## config.mk

```make
export PLATFORM = sky130hd
export DESIGN_NAME = booth_dot_accumulator
export DESIGN_NICKNAME = d
export VERILOG_FILES = /design/src/rtl/booth_dot_accumulator.sv
export SDC_FILE = /design/constraint.sdc
export NUM_CORES = 2
export LEC_CHECK = 0
export BUFFER_PORTS_ARGS = -buffer_cell sky130_fd_sc_hd__buf_2
export CAP_MARGIN = 40
export CORE_ASPECT_RATIO = 0.9
export CORE_MARGIN = 8
export CORE_UTILIZATION = 45
export DETAILED_ROUTE_END_ITERATION = 10
export PLACE_DENSITY_LB_ADDON = 0.1
export SLEW_MARGIN = 40
export SYNTH_ARGS = -nofsm -noshare
export SYNTH_HDL_FRONTEND = slang
export SYNTH_SLANG_ARGS = --single-unit
```

## constraint.sdc

```tcl
create_clock -name clk -period 12.14 [get_ports clk]
set_input_delay 0.607 -clock clk [delete_from_list [all_inputs] [get_ports clk]]
set_output_delay 0.607 -clock clk [all_outputs]
set_load 0.05 [all_outputs]
```

## src/rtl/booth_dot_accumulator.sv

```systemverilog
// booth_dot_accumulator: streams signed 32x32 pairs through a radix-4 Booth multiplier into a saturating 64-bit dot-product accumulator
//   Booth ports: A, B (32-bit signed operands), P (64-bit signed product)
//   top ports: clk, rst (async active-high), start, in_valid/in_ready/A/B (operand handshake),
//              out_valid/out_ready/S/ovf (result handshake, S mirrors the accumulator), busy (not IDLE)
module Booth (
  input  logic [31:0] A,
  input  logic [31:0] B,
  output logic [63:0] P
);
  logic [32:0] bx;
  logic [63:0] am;
  assign bx = {B, 1'b0};
  assign am = {{32{A[31]}}, A};
  function automatic logic [63:0] booth_pp(input logic [2:0] s, input logic [63:0] a);
    logic [63:0] m;
    m = (s[0] ^ s[1]) ? a : ((s == 3'b011) || (s == 3'b100)) ? a << 1 : '0;
    return s[2] ? -m : m;
  endfunction
  always_comb begin
    P = '0;
    for (int i = 0; i < 16; i++) P = P + (booth_pp(bx[2*i +: 3], am) << (2*i));
  end
endmodule

module booth_dot_accumulator #(
  parameter int LEN = 8
) (
  input  logic        clk,
  input  logic        rst,
  input  logic        start,
  input  logic        in_valid,
  output logic        in_ready,
  input  logic [31:0] A,
  input  logic [31:0] B,
  output logic        out_valid,
  input  logic        out_ready,
  output logic [63:0] S,
  output logic        ovf,
  output logic        busy
);
  typedef enum logic [1:0] {IDLE, RUN, DRAIN, DONE} state_t;
  localparam logic [7:0] last = 8'(LEN - 1);
  state_t state, nxt;
  logic [31:0] a1, b1;
  logic [63:0] p, p2, acc;
  logic [64:0] sum;
  logic [7:0] cnt;
  logic v1, v2, accept, clear, pos_of, neg_of;
  Booth u_booth (.A(a1), .B(b1), .P(p));
  assign accept = (state == RUN) && in_valid;
  assign clear = (state == IDLE) && start;
  assign sum = {acc[63], acc} + {p2[63], p2};
  // the 65-bit sign and bit 63 disagree only when the true sum left the 64-bit range
  assign pos_of = !sum[64] && sum[63];
  assign neg_of = sum[64] && !sum[63];
  assign in_ready = (state == RUN);
  assign out_valid = (state == DONE);
  assign busy = (state != IDLE);
  assign S = acc;
  always_comb begin
    nxt = state;
    nxt = (state == IDLE) ? (start ? RUN : IDLE) :
          (state == RUN) ? ((accept && cnt == last) ? DRAIN : RUN) :
          (state == DRAIN) ? ((!v1 && !v2) ? DONE : DRAIN) :
          (out_ready ? IDLE : DONE);
  end
  always_ff @(posedge clk or posedge rst) begin
    if (rst) begin
      state <= IDLE;
      a1 <= '0;
      b1 <= '0;
      v1 <= 1'b0;
      p2 <= '0;
      v2 <= 1'b0;
      cnt <= '0;
      acc <= '0;
      ovf <= 1'b0;
    end else begin
      state <= nxt;
      v1 <= accept;
      if (accept) begin
        a1 <= A;
        b1 <= B;
        cnt <= cnt + 8'd1;
      end
      p2 <= p;
      v2 <= v1;
      if (clear) begin
        acc <= '0;
        ovf <= 1'b0;
        cnt <= '0;
      end else if (v2) begin
        acc <= pos_of ? 64'h7FFF_FFFF_FFFF_FFFF : neg_of ? 64'h8000_0000_0000_0000 : sum[63:0];
        ovf <= ovf || pos_of || neg_of;
      end
    end
  end
endmodule

```

Word-level counts from Yosys, hierarchy flattened --
Index checks and enable logic that the tools add are counted.
Operators by class: add/sub/neg operators 33, equal/unequal tests 35, multiplexer cells 63, bitwise operators 15, reductions and logical operators 31
Operator list (count):
- 64-bit adder | 15
- 64-bit two-way mux | 7
- 62-bit two-way mux | 3
- 60-bit two-way mux | 3
- 58-bit two-way mux | 3
- 56-bit two-way mux | 3
- 54-bit two-way mux | 3
- 52-bit two-way mux | 3
- 50-bit two-way mux | 3
- 48-bit two-way mux | 3
- 46-bit two-way mux | 3
- 44-bit two-way mux | 3
- 42-bit two-way mux | 3
- 40-bit two-way mux | 3
- 38-bit two-way mux | 3
- 36-bit two-way mux | 3
- 34-bit two-way mux | 3
- 64-bit by 64-bit adder with 65-bit output | 1
- 64-bit negation | 1
- 62-bit negation | 1
- 60-bit negation | 1
- 58-bit negation | 1
- 56-bit negation | 1
- 54-bit negation | 1
- other kinds (25) | 103
Storage, ports and cells: register bits 205, bits of input ports 69, output and inout port bits 68, word-level logic and storage cells 186

Depth between registers and ports, before layout --
depth in word-level cells 21, mapped depth 45, mapped depth without buffers 39

Cells and area by module --
A second synthesis with hierarchy kept.
Second synthesis, totals: cells, all modules 6977, area total of the unflattened synthesis 54088.1 um^2
By module, submodules not included:
- Booth | instances 1, cells each 5842, area an instance 43073.8 um^2, sequential area each 0.0 um^2
- booth_dot_accumulator | instances 1, cells each 1135, area an instance 11014.3 um^2, sequential area each 5129.9 um^2

Least setup slack after synthesis --
Ideal clock, no wire load.
kind reg-to-reg, from register b1[7], to register p2[63], setup time 0.079 ns, data arrival time 10.784 ns, required time 12.061 ns, slack 1.277 ns, stages on the path, launching flop included 44, path buffers 9, clock period less this slack 10.863 ns, cell sequence dfrtp_1 clkbuf_1 clkinv_1 clkbuf_1 ha_1 clkbuf_1 clkbuf_1 clkbuf_1 buf_1 clkbuf_1 clkbuf_1 nor2_1 a21oi_1 ha_1 nand4_1 nor3_1 nand3_1 a211o_1 (+8 left out) inv_1 fa_1 fa_1 inv_1 fa_1 inv_1 ha_1 a21o_1 a21o_1 a21o_1 a21o_1 a21oi_1 o21ai_0 and3_1 a211oi_1 a21oi_1 a221oi_1 xor2_1
On the way: cells in the longest elaborated chain, start to end 19, elaborated cells between the ends (all ways) 28, classes of those cells add/sub (15); eq/ne (4); mux (6); bitwise (1); reduce/logical (2)
RTL lines:
- start: declaration | RTL line 44 | logic [31:0] a1, b1;
- start signal: assignment | RTL line 71 | b1 <= '0;
- start signal: assignment | RTL line 83 | b1 <= B;
- 3-bit by 2-bit == test with 1-bit output or 3-bit == test (tied branches) | RTL line 16 | m = (s[0] ^ s[1]) ? a : ((s == 3'b011) || (s == 3'b100)) ? a << 1 : '0;
- 1-bit logical OR | RTL line 16
- 58-bit two-way mux (2 in a row) | RTL line 16
- 58-bit negation | RTL line 17 | return s[2] ? -m : m;
- 58-bit two-way mux | RTL line 17
- 64-bit adder | RTL line 21 | for (int i = 0; i < 16; i++) P = P + (booth_pp(bx[2*i +: 3], am) << (2*i));
- 64-bit adder * (12 in a row) | RTL line 21
- named net p[63] | RTL line 45 | logic [63:0] p, p2, acc;
- end signal: assignment | RTL line 86 | p2 <= p;
- end: declaration | RTL line 45
The timed path passes the listed nets; every way through them passes the cells marked *. A chain may end at the register's enable or synchronous reset.

Worst setup path in the final report --
from register b1[1], to register p2[63]
On the way: cells in the longest elaborated chain, start to end 21, elaborated cells between the ends (all ways) 28, classes of those cells add/sub (17); eq/ne (3); mux (6); bitwise (1); reduce/logical (1)
RTL lines (RTL line):
- 3-bit by 2-bit == test with 1-bit output or 3-bit == test (tied branches) | 16
- 1-bit logical OR | 16
- 62-bit two-way mux (2 in a row) | 16
- 62-bit negation | 17
- 62-bit two-way mux | 17
- 64-bit adder * (15 in a row) | 21
- named net p[63] | 45
Marks and branches as above.

==> flow_summary.ini <==
[layout]
final_cells = 8507
postLayoutCoreUtil = 0.482
area_delta_synth_final_pct = 6.75
multi_input_area_sq_um = 44200
nets = 7824
regArea_sq_um = 5170
nFillCells = 12000
final_layout_size_suffix_gt1_frac = 0.0910

[grt]
antenna_found_initial = 16
grt_use_total = 0.398
grt_pass1_wl_mm = 387
grt_pass1_vias = 51900
grt_max_degree = 108
grt_overflow = 0

[yosys]
synth_compound_area_frac = 0.262
ys.flop_type = dfrtp_1
synth_edf_count = 0
ys_types = 90
syn-cell-area_sq_um = 54200
avgSynthCellArea_sq_um = 7.68
synth_xor_area_frac = 0.0976
ys_warn_count = 0
synthMuxAreaShare = 0.0103
syn_inst = 7058
synth_top_family_by_area = adder cells
ys_seq_area_frac = 0.0946
synthAdderAreaFrac = 0.291
yosys.area_share.simple = 0.151
syn-num-nets = 8004
ys_async_sr_fraction = 1.00
synth-seq-cells = 205

[worst_setup_path]
critPathLaunchType = flip-flop
r2r_setup_slack_ps = 1030
rr_worst_depth = 40
critPathSlowestCell = fa_1
crit_fanout = 59
crit_top_cell = fa_1
cp.required_ps = 12690
endpoint_kind = flip-flop
cpPeakStageDelay_ps = 550
worstPathArrival_ps = 11650
r2r-start = b1[1]
reg2reg_to = p2[63]
critPathKind = reg2reg

[placement]
gp_congestion = 1.04
port_buffers = 136
dp.final_hpwl_mm = 219
dp.cells = 8445

[cts]
clockBufferDepth = 3
clk_pin_slew_ps = 70
cts_buffers = 28
cts_tree = built
h-tree-depth = 1
postCtsSetupRepairBufs = 0
clock-sinks = 205
cts-root-buf = clkbuf_16
clk_latency_ps = 690

[timing]
fin_worst_skew_ps = 77.7
slew_viol_final = 0
hold_violations = 0
fin_tns_setup_ps = 0
setup_violations = 0
fin_crit_sh = 0.915
maxSlewHeadroom = 0.351
clock.fmax_ghz = 0.0900
rsz0062_at_grt = false
tightest_slew_ps = 968
finalCriticalPeriod_ps = 11110

[hold_path]
min-delay-start = A[0]
hold_end = a1[0]
whs_path_depth = 3
min_path_type = in2reg

[route]
drc = 0
vias = 55600
finalWirelength_mm = 275
dr.pass1.iters = 11
wire_per_inst_um = 32.4
antenna_left = 0
viasPerCell = 6.54
drtIter0Drc = 7793

[run]
drv_cap = 0

[status]
outcome = finished, final reports clean

[floorplan]
die_w_um = 382
die_y_um = 345
die-area_sq_um = 132000
ios = 137
num_rows = 121
design.core.area_sq_um = 120000
start_util = 0.451
cell type report:
cell class                      count  area share
Antenna cell                        8    0.000346
Clock buffer                       33      0.0128
Clock inverter                     19     0.00467
Inverter                          737      0.0480
Multi-Input combinational cell   5502       0.763
Sequential cell                   205      0.0893
Tap cell                         1599      0.0346
Timing Repair Buffer              404      0.0471
worst max-delay path: cells and delay by family, from the launching register on:
kind,cells,cell delay [ps]
simple gates,7,1610
compound gates,14,3260
xor+xnor,1,170
fa+ha+maj,9,4010
buf+inv,9,1590
flops,1,350
layer usage:
metal | GRT usage | vias up | routed length, um
li1 | - | 23800 | -
met1 | 0.534 | 27000 | 109000
met2 | 0.556 | 4057 | 108000
met3 | 0.178 | 729 | 44100
met4 | 0.156 | 16 | 14500
met5 | 0 | - | 113
through the flow:
stage,setup slack [ps],hold slack [ps],cell area (sq um)
final,1030,100,57900
after global routing,476,116,57900
after CTS,1110,74.6,57800
after detailed placement,1150,361,56800
after global placement,1460,357,56700
after floorplan,1280,355,54200
cells by family (layout without fill, tap and decap cells):
family                   Yosys count  in the layout
flip-flops                       205            205
XOR/XNOR                         598            598
buffers and inverters           1351           1193
AND/OR/NAND/NOR                 1809           1809
other                              0              8
adder cells (fa/ha/maj)          877            877
multiplexers                      53             53
AO/OA/AOI/OAI                   2165           2165
sequential cells by signal, indices dropped and copies added, names as in the netlist:
signal / cells
b1: 32
v2: 1
state: 2
cnt: 8
v1: 1
ovf: 1
S: 64
p2: 64
a1: 32
worst max-delay path by stage:
stage / from / endpoint / slack, ps / cells past startpoint
floorplan: b1[7] / p2[63] / 1280 / 43
detailed placement: b1[1] / p2[63] / 1150 / 40
CTS: b1[1] / p2[63] / 1110 / 40
global placement: b1[1] / p2[63] / 1460 / 40
finish: b1[1] / p2[63] / 1030 / 40
global route: b1[1] / p2[63] / 480 / 40
layout by cell type (no fill, tap or decap), drive strengths merged, types with 33 or more instances in the layout:
master / count
a211oi: 105
a21boi: 41
a21o: 99
a21oi: 383
a221o: 69
a22o: 52
a22oi: 172
a31oi: 67
a32oi: 35
and3: 46
buf: 403
clkbuf: 33
dfrtp: 205
fa: 638
ha: 239
inv: 730
nand2: 900
nand2b: 51
nand3: 63
nand4: 41
nor2: 343
nor2b: 85
nor3: 81
o211ai: 43
o21a: 38
o21ai: 620
o21bai: 33
o22ai: 85
o31ai: 115
or2: 57
or3: 48
xnor2: 359
xor2: 235
what timing repair did:
action,CTS,global route
gates resized for setup,0,0
hold endpoints to repair,0,15
setup endpoints to repair,0,0
hold buffers,0,1
cells in the mapped netlist, types with 84 or more instances:
| cell type | number | area share |
|---|---|---|
| nand2_1 | 900 | 0.062 |
| inv_1 | 723 | 0.050 |
| fa_1 | 638 | 0.24 |
| o21ai_0 | 614 | 0.057 |
| clkbuf_1 | 491 | 0.034 |
| a21oi_1 | 383 | 0.035 |
| xnor2_1 | 359 | 0.058 |
| nor2_1 | 342 | 0.024 |
| ha_1 | 239 | 0.055 |
| xor2_1 | 235 | 0.038 |
| dfrtp_1 | 205 | 0.095 |
| a22oi_1 | 172 | 0.024 |
| buf_1 | 119 | 0.0082 |
| o31ai_1 | 115 | 0.016 |
| a211oi_1 | 105 | 0.015 |
| a21o_1 | 99 | 0.014 |
| nor2b_1 | 85 | 0.0098 |
| o22ai_1 | 84 | 0.0097 |
Power is not shown: default switching activity piles up to over one toggle a cycle in this logic, so the estimate is an artifact.
